## src/rtl/ysyx_23060332_ifu_pkg.sv

```systemverilog
// Shared constants for the instruction fetch unit: bus widths, reset PC,
// NOP encoding and the fetch FSM state encodings.
package ysyx_23060332_ifu_pkg;

    localparam int unsigned InstBus     = 32;
    localparam int unsigned InstAddrBus = 32;

    localparam logic [InstAddrBus-1:0] ResetPC  = 32'h8000_0000;
    localparam logic [InstBus-1:0]     INST_NOP = 32'h0000_0013;

    // Fetch FSM state encodings
    localparam logic [1:0] S_REQ   = 2'd0;
    localparam logic [1:0] S_WAIT  = 2'd1;
    localparam logic [1:0] S_OUT   = 2'd2;
    localparam logic [1:0] S_FLUSH = 2'd3;

    // Sequential next PC, wraps modulo 2^32
    function automatic logic [InstAddrBus-1:0] pc_seq_next(input logic [InstAddrBus-1:0] pc);
        return pc + InstAddrBus'(4);
    endfunction

endpackage

```

## src/rtl/ysyx_23060332_pc_reg.sv

```systemverilog
// Program counter register with next-pc selection: redirect, sequential
// advance or hold. Redirect has priority over advance.
module ysyx_23060332_pc_reg
    import ysyx_23060332_ifu_pkg::*;
#(
    parameter int unsigned      XLEN     = 32,
    parameter logic [XLEN-1:0]  RESET_PC = ResetPC
) (
    input  logic            clk,
    input  logic            rst,
    input  logic            jump_en_i,
    input  logic [XLEN-1:0] jump_addr_i,
    input  logic            advance_i,
    output logic [XLEN-1:0] pc_o
);

    logic [XLEN-1:0] pc_q;
    logic [XLEN-1:0] pc_d;

    // Next-pc mux
    always_comb begin
        pc_d = pc_q;
        if (jump_en_i) begin
            pc_d = jump_addr_i;
        end else if (advance_i) begin
            pc_d = pc_seq_next(pc_q);
        end
    end

    // PC state
    always_ff @(posedge clk or posedge rst) begin
        if (rst) begin
            pc_q <= RESET_PC;
        end else begin
            pc_q <= pc_d;
        end
    end

    assign pc_o = pc_q;

endmodule

```

## src/rtl/ysyx_23060332_ifu.sv

```systemverilog
// Instruction fetch unit: owns the PC, issues one word fetch at a time and
// buffers the fetched instruction until decode accepts it. A redirect from
// execute overrides everything; an in-flight response made stale by a
// redirect is discarded in S_FLUSH.
// Optional build macro YSYX_23060332_IFU_MISALIGN_CHECK_EN adds
// fetch_misalign_o and blocks fetch from a misaligned PC until redirect.
module ysyx_23060332_ifu
    import ysyx_23060332_ifu_pkg::*;
#(
    parameter int unsigned     XLEN     = 32,
    parameter logic [XLEN-1:0] RESET_PC = ResetPC
) (
    input  logic            clk,
    input  logic            rst,
    output logic            imem_req_valid,
    output logic [XLEN-1:0] imem_req_addr,
    input  logic            imem_req_ready,
    input  logic            imem_resp_valid,
    input  logic [XLEN-1:0] imem_resp_data,
    output logic            inst_valid_o,
    input  logic            inst_ready_i,
    output logic [XLEN-1:0] inst_o,
    output logic [XLEN-1:0] inst_addr_o,
    input  logic            jump_en_i,
    input  logic [XLEN-1:0] jump_addr_i
`ifdef YSYX_23060332_IFU_MISALIGN_CHECK_EN
    ,
    output logic            fetch_misalign_o
`endif
);

    logic [1:0]      state_q, state_d;
    logic            inst_valid_q, inst_valid_d;
    logic [XLEN-1:0] inst_q, inst_d;
    logic [XLEN-1:0] inst_addr_q, inst_addr_d;
    logic [XLEN-1:0] pc;
    logic            advance;
    logic            req_hs;

    // Sequential advance only on a decode handshake not overridden by redirect
    assign advance = (state_q == S_OUT) && inst_ready_i && !jump_en_i;

    ysyx_23060332_pc_reg #(
        .XLEN     (XLEN),
        .RESET_PC (RESET_PC)
    ) u_pc_reg (
        .clk         (clk),
        .rst         (rst),
        .jump_en_i   (jump_en_i),
        .jump_addr_i (jump_addr_i),
        .advance_i   (advance),
        .pc_o        (pc)
    );

`ifdef YSYX_23060332_IFU_MISALIGN_CHECK_EN
    logic misalign;
    assign misalign = (pc[1:0] != 2'b00);

    // Request gated by reset and PC alignment; flag self-clears once a redirect fixes the PC
    always_comb begin
        imem_req_valid   = !rst && (state_q == S_REQ) && !misalign;
        fetch_misalign_o = !rst && (state_q == S_REQ) && misalign;
        imem_req_addr    = pc;
    end
`else
    // Request gated by reset; address forced to word alignment
    always_comb begin
        imem_req_valid = !rst && (state_q == S_REQ);
        imem_req_addr  = pc & ~XLEN'(3);
    end
`endif

    assign req_hs = imem_req_valid && imem_req_ready;

    // Fetch FSM and output buffer next state
    always_comb begin
        state_d      = state_q;
        inst_valid_d = inst_valid_q;
        inst_d       = inst_q;
        inst_addr_d  = inst_addr_q;
        case (state_q)
            S_REQ: begin
                if (jump_en_i) begin
                    // A request accepted this cycle is now stale
                    state_d = req_hs ? S_FLUSH : S_REQ;
                end else if (req_hs) begin
                    state_d = S_WAIT;
                end
            end
            S_WAIT: begin
                if (jump_en_i) begin
                    state_d = imem_resp_valid ? S_REQ : S_FLUSH;
                end else if (imem_resp_valid) begin
                    inst_d       = imem_resp_data;
                    inst_addr_d  = pc;
                    inst_valid_d = 1'b1;
                    state_d      = S_OUT;
                end
            end
            S_OUT: begin
                if (jump_en_i || inst_ready_i) begin
                    inst_valid_d = 1'b0;
                    state_d      = S_REQ;
                end
            end
            S_FLUSH: begin
                if (imem_resp_valid) begin
                    state_d = S_REQ;
                end
            end
            default: begin
                state_d = S_REQ;
            end
        endcase
    end

    // FSM and output buffer state
    always_ff @(posedge clk or posedge rst) begin
        if (rst) begin
            state_q      <= S_REQ;
            inst_valid_q <= 1'b0;
            inst_q       <= INST_NOP;
            inst_addr_q  <= '0;
        end else begin
            state_q      <= state_d;
            inst_valid_q <= inst_valid_d;
            inst_q       <= inst_d;
            inst_addr_q  <= inst_addr_d;
        end
    end

    assign inst_valid_o = inst_valid_q;
    assign inst_o       = inst_q;
    assign inst_addr_o  = inst_addr_q;

endmodule

```

## config.mk

```make
export PLATFORM = sky130hd
export DESIGN_NAME = ysyx_23060332_ifu
export DESIGN_NICKNAME = d
export VERILOG_FILES = /design/src/rtl/ysyx_23060332_ifu_pkg.sv /design/src/rtl/ysyx_23060332_pc_reg.sv /design/src/rtl/ysyx_23060332_ifu.sv
export SDC_FILE = /design/constraint.sdc
export NUM_CORES = 1
export LEC_CHECK = 0
export CAP_MARGIN = 10
export CORE_ASPECT_RATIO = 1.1
export CORE_UTILIZATION = 46
export CTS_BUF_LIST = sky130_fd_sc_hd__clkbuf_2
export DETAILED_ROUTE_END_ITERATION = 12
export PLACE_DENSITY = 0.82
export SYNTH_ARGS = -nofsm -noshare
export SYNTH_HDL_FRONTEND = slang
export SYNTH_HIERARCHICAL = 1
export SYNTH_SLANG_ARGS = --single-unit
```

## constraint.sdc

```tcl
create_clock -name clk -period 2.9 [get_ports clk]
set_input_delay 0.725 -clock clk [delete_from_list [all_inputs] [get_ports clk]]
set_output_delay 0.725 -clock clk [all_outputs]
set_load 0.005 [all_outputs]
```

* Word-level counts from Yosys, hierarchy flattened
Index checks and enable logic that the tools add are counted.
Word-level totals: flip-flop bits (word level) 99, latch bits 0, memory bits (writable) 0, bits in read-only memories 0, input bits 70, output and inout bits 98, word-level logic and storage cells 44, memories 0
Operators by class: add/subtract/negate cells 1, $mul 0, div/mod/pow operators 0, $lt $le $gt $ge 0, equality and inequality tests 9, shift-type cells 0, muxes and demuxes 15, bitwise gates (word level) 1, reductions and logical operators 13
Operator list (number):
- 2-to-1 mux 32 bit | 2
- adder 32 x 3 -> 32 bit, second input constant | 1
- 2-to-1 mux 2 bit | 8
- one-hot mux 2 bit (4 select lines) | 1
- AND reduction 4 bit | 2
- inequality test 2 bit, second input constant | 3
- inequality test 3 bit, second input constant | 2
- == test 2 bit, second input constant | 2
- logical AND 1 bit | 4
- nonzero test 2 bit | 2
- 2-to-1 mux 1 bit | 3
- AND reduction 3 bit | 1
- == test 2 x 1 -> 1 bit, second input constant | 1
- zero test 1 bit | 2
- zero test 2 bit | 1
- inequality test 2 x 1 -> 1 bit, second input constant | 1
- one-hot mux 1 bit (2 select lines) | 1
- logical OR 1 bit | 1
- inverter 1 bit | 1

* Depth between registers and ports, before layout
depth after elaboration 6, gate-level depth with buffers 8, gate-level depth less buffers 6

* Modules after synthesis
Netlist, hierarchy kept.
By module, submodules not included:
- ysyx_23060332_ifu | times used 1, cells an instance 155, area each 2811.4 um2
- ysyx_23060332_pc_reg | times used 1, cells an instance 203, area each 1850.5 um2

* Least setup slack after synthesis
No wires, ideal clock.
path kind input to register, start in inst_ready_i, end reg u_pc_reg.pc_q[25] (netlist: u_pc_reg/pc_o[25]), setup time 0.082 ns, data arrival time 2.382 ns, data required time 2.818 ns, slack 0.436 ns, stages 7, buffers on the path 2, path through nor3b_1 > and4_1 > buf_4 > nand2_2 > buf_2 > or4_1 > a31oi_1
On the way: longest elaborated chain between the ends 3
RTL lines:
- start, declared | line ysyx_23060332_ifu.sv:21 | input logic inst_ready_i,
- logical AND 1 bit (2 in series) | line ysyx_23060332_ifu.sv:41 | assign advance = (state_q == S_OUT) && inst_ready_i && !jump_en_i;
- nonzero test 2 bit (no source line)
- end signal, assigned | line ysyx_23060332_pc_reg.sv:35 | pc_q <= pc_d;
- end, declared | line ysyx_23060332_pc_reg.sv:17 | logic [XLEN-1:0] pc_q;
No other way between the ends. A chain may end at the register's enable or synchronous reset.

* Worst setup path after layout
start in rst, end out imem_req_valid
On the way: longest elaborated chain between the ends 2
RTL lines:
- start, declared | line ysyx_23060332_ifu.sv:14 | input logic rst,
- zero test 1 bit (no source line)
- logical AND 1 bit | line ysyx_23060332_ifu.sv:68 | imem_req_valid = !rst && (state_q == S_REQ);
- end, declared | line ysyx_23060332_ifu.sv:15 | output logic imem_req_valid,
No other way between the ends.

==> flow_metrics.py <==
metrics = {
    "run_status": {
        "outcome": "complete, but fails checks",
        "violations": "DRC",
    },
    "placed_design": {
        "placed_area_um2": 6369,
        "io_buffers": 165,
        "dp_hpwl_um": 8049,
        "gp_congestion": 0.8388,
        "dp.cells": 629,
    },
    "setup_path": {
        "rr_startpoint": "state_q[0]",
        "crit_path_end_kind": "output pin",
        "critical_path.max_fanout": 3,
        "critPathKind": "input pin to output pin",
        "cp-start-kind": "input pin",
        "cp.required_ns": 2.17,
        "worstPathArrival_ns": 2.01,
        "critical_path.startpoint": "rst",
    },
    "detailed_routing": {
        "postRouteAntennaNets": 0,
        "wl_per_cell_um": 17.50,
        "drc": 17,
        "vias": 3527,
        "drt_iter0_drc": 191,
        "vias_per_cell": 5.468,
        "wirelength_um": 11290,
        "drtPass1Iterations": 9,
    },
    "logic_synthesis": {
        "yosysSeqAreaShare": 0.5325,
        "synthSimpleGateAreaFrac": 0.1232,
        "async_flop_share": 1.000,
        "ys_warn_count": 6,
        "synth_cell_types": 48,
        "synth_top_family_by_area": "multiplexers",
        "synth_xor_area_frac": 0.02254,
        "synth-seq-cells": 99,
        "ys.flop_type": "dfrtp_1",
        "synth_compound_area_frac": 0.06790,
        "synthAdderAreaFrac": 0.002684,
        "avgSynthCellArea_um2": 13.02,
        "synth_edf_count": 0,
        "muxShareOfSynthArea": 0.2010,
        "netlist_instances": 358,
        "syn_area_um2": 4662,
    },
    "floorplanning": {
        "start_util": 0.4737,
        "die_h_um": 107.6,
        "core_um2": 9842,
        "die_x_um": 97.99,
        "num_rows": 38,
        "die-area_um2": 10540,
        "boundaryPins": 168,
    },
    "clock_tree": {
        "cts-hold-fix-buffers": 0,
        "cts_tree": "done",
        "clk_transition_reported_paths_ns": 0.21,
        "ctsLongestPathBuffers": 2,
        "cts_buffers": 9,
        "cts.repair.resized": 0,
        "clock_latency_ns": 0.57,
        "cts-htree-levels": 3,
        "clock_sinks": 99,
        "cts_setup_buffers": 0,
        "cts-root-buf": "clkbuf_2",
    },
    "timing": {
        "finalCriticalPeriod_ns": 2.740,
        "setup_viol": 0,
        "fin_crit_sh": 0.9447,
        "rsz0062_at_grt": "no",
        "slew_violations": 0,
        "clock.fmax_mhz": 365.0,
        "hold_viol_final": 0,
        "fin_skew_ns": 0.04246,
    },
    "global_route": {
        "grt_max_degree": 68,
        "grt.total_usage": 0.2198,
        "grt_pass1_wl_um": 18130,
        "antenna_found_initial": 0,
        "grt_pass1_vias": 3592,
        "grt_overflow_total": 0,
    },
    "cells_and_area": {
        "finalInstanceArea_um2": 6469,
        "finish.utilization": 0.6573,
        "drive_above_1_share": 0.1886,
        "area_growth_pct": 38.75,
        "finalNetCount": 591,
        "final_cell_count_no_fill": 645,
        "antenna_cells": 0,
    },
    "power_and_ir_drop": {
        "peakVddDrop_mv": 0.3191,
        "p_leak_uw": 0.002714,
        "p_per_area_nw_per_um2": 750.3,
        "total_power_uw": 4854,
    },
    "run": {
        "drv_cap": 0,
    },
    "worst_hold_path": {
        "hp-class": "flop to flop",
        "hold_start": "inst_o[20]",
    },
}
placed cells by master (no fill, tap or decap), types with 3 or more instances in the layout:
master           netlist  routed
a211o_1                4       4
a31oi_1                9       9
and3_1                 4       4
and4_1                 7       7
buf_12                 5       3
buf_4                  5       6
clkbuf_2               0      11
clkdlybuf4s50_1        0     164
clkinv_1               0       4
dfrtp_1               95      95
dfstp_2                4       4
inv_1                  6       5
mux2_2                17      17
mux2_4                49      49
nand2_1               27      27
nand2b_1               3       3
nand3_1               14      14
nand4_1               10      10
nor2_1                11      11
nor4_1                 3       3
o21ai_0               12      12
o31ai_1                9       9
or4_1                 11      11
xnor2_1                3       3
xor2_1                 9       9
worst paths after layout:
| check | end | slack [ns] | depth (start not counted) |
|---|---|---|---|
| worst min-delay path | inst_o[20] | 0.54 | 1 |
| max in group asynchronous | u_pc_reg/pc_o[31] | 1.94 | 3 |
| worst max register to register | u_pc_reg/pc_o[22] | 0.52 | 6 |
| worst min register to register | inst_o[20] | 0.54 | 1 |
| min in group asynchronous | inst_addr_o[14] | 0.56 | 3 |
| worst max-delay path | imem_req_valid | 0.16 | 3 |
synth_stat cells, types with 2 or more instances:
master / count / area share
dfrtp_1: 95 / 0.51
mux2_4: 49 / 0.16
nand2_1: 27 / 0.022
mux2_2: 17 / 0.041
nand3_1: 14 / 0.015
o21ai_0: 12 / 0.013
nor2_1: 11 / 0.0089
or4_1: 11 / 0.018
nand4_1: 10 / 0.013
a31oi_1: 9 / 0.012
o31ai_1: 9 / 0.014
xor2_1: 9 / 0.017
and4_1: 7 / 0.013
clkbuf_1: 6 / 0.0048
inv_1: 6 / 0.0048
buf_12: 5 / 0.021
buf_2: 5 / 0.0054
buf_4: 5 / 0.0081
a211o_1: 4 / 0.0075
and3_1: 4 / 0.0054
dfstp_2: 4 / 0.023
nand2b_1: 3 / 0.0040
nor4_1: 3 / 0.0040
xnor2_1: 3 / 0.0056
a21oi_1: 2 / 0.0021
buf_1: 2 / 0.0016
nand3b_1: 2 / 0.0032
o211ai_1: 2 / 0.0032
o21ai_1: 2 / 0.0021
o31a_1: 2 / 0.0038
per-layer routing:
layer / share of wire / track usage
met2: 0.50 / 0.3697
met1: 0.41 / 0.2825
met3: 0.067 / 0.03831
met4: 0.015 / 0.08766
met5: 0 / 0
layout make-up:
type,count,area [µm²]
clock buffers,11,55.05
clock inverters,5,45.04
fillers,739,3373
inverters,7,26.28
multi-input cells,229,1958
flip-flops and latches,99,2482
well taps,120,150.1
repair buffers,174,1752
power breakdown:
group	leakage [µW]	internal [µW]	switching, µW
Sequential	0.00118	1890	326
Combinational	0.00146	1480	528
Clock	0.0000661	196	429
flip-flops by register name (all words and copies together), names as in the netlist:
| name | flops |
|---|---|
| u_pc_reg/pc_o | 32 |
| inst_addr_o | 32 |
| inst_valid_o | 1 |
| state_q | 2 |
| inst_o | 32 |
critical path, stage by stage:
cell and delay [ns]:
clkdlybuf4s50_1 0.45, nor3_1 0.29, clkdlybuf4s50_1 0.55
cells by family (layout without fill, tap and decap cells):
| kind of cell | after synthesis | after routing |
|---|---|---|
| XOR/XNOR | 12 | 12 |
| AO/OA/AOI/OAI | 47 | 47 |
| other | 1 | 2 |
| AND/OR/NAND/NOR | 100 | 100 |
| flip-flops | 99 | 99 |
| buffers and inverters | 31 | 197 |
| adder cells (fa/ha/maj) | 1 | 1 |
| multiplexers | 67 | 67 |
per-stage QoR:
step / setup TNS, ns / hold slack (ns) / setup WS, ns
floorplan: 0 / 0.4774 / 0.4360
global placement: 0 / 0.4894 / 0.05936
detailed placement: -0.05162 / 0.4912 / -0.03301
CTS: 0 / 0.5421 / 0.1598
global route: 0 / 0.5536 / 0.1162
finish: 0 / 0.5386 / 0.1605
Power figures use the tool's default switching activity.
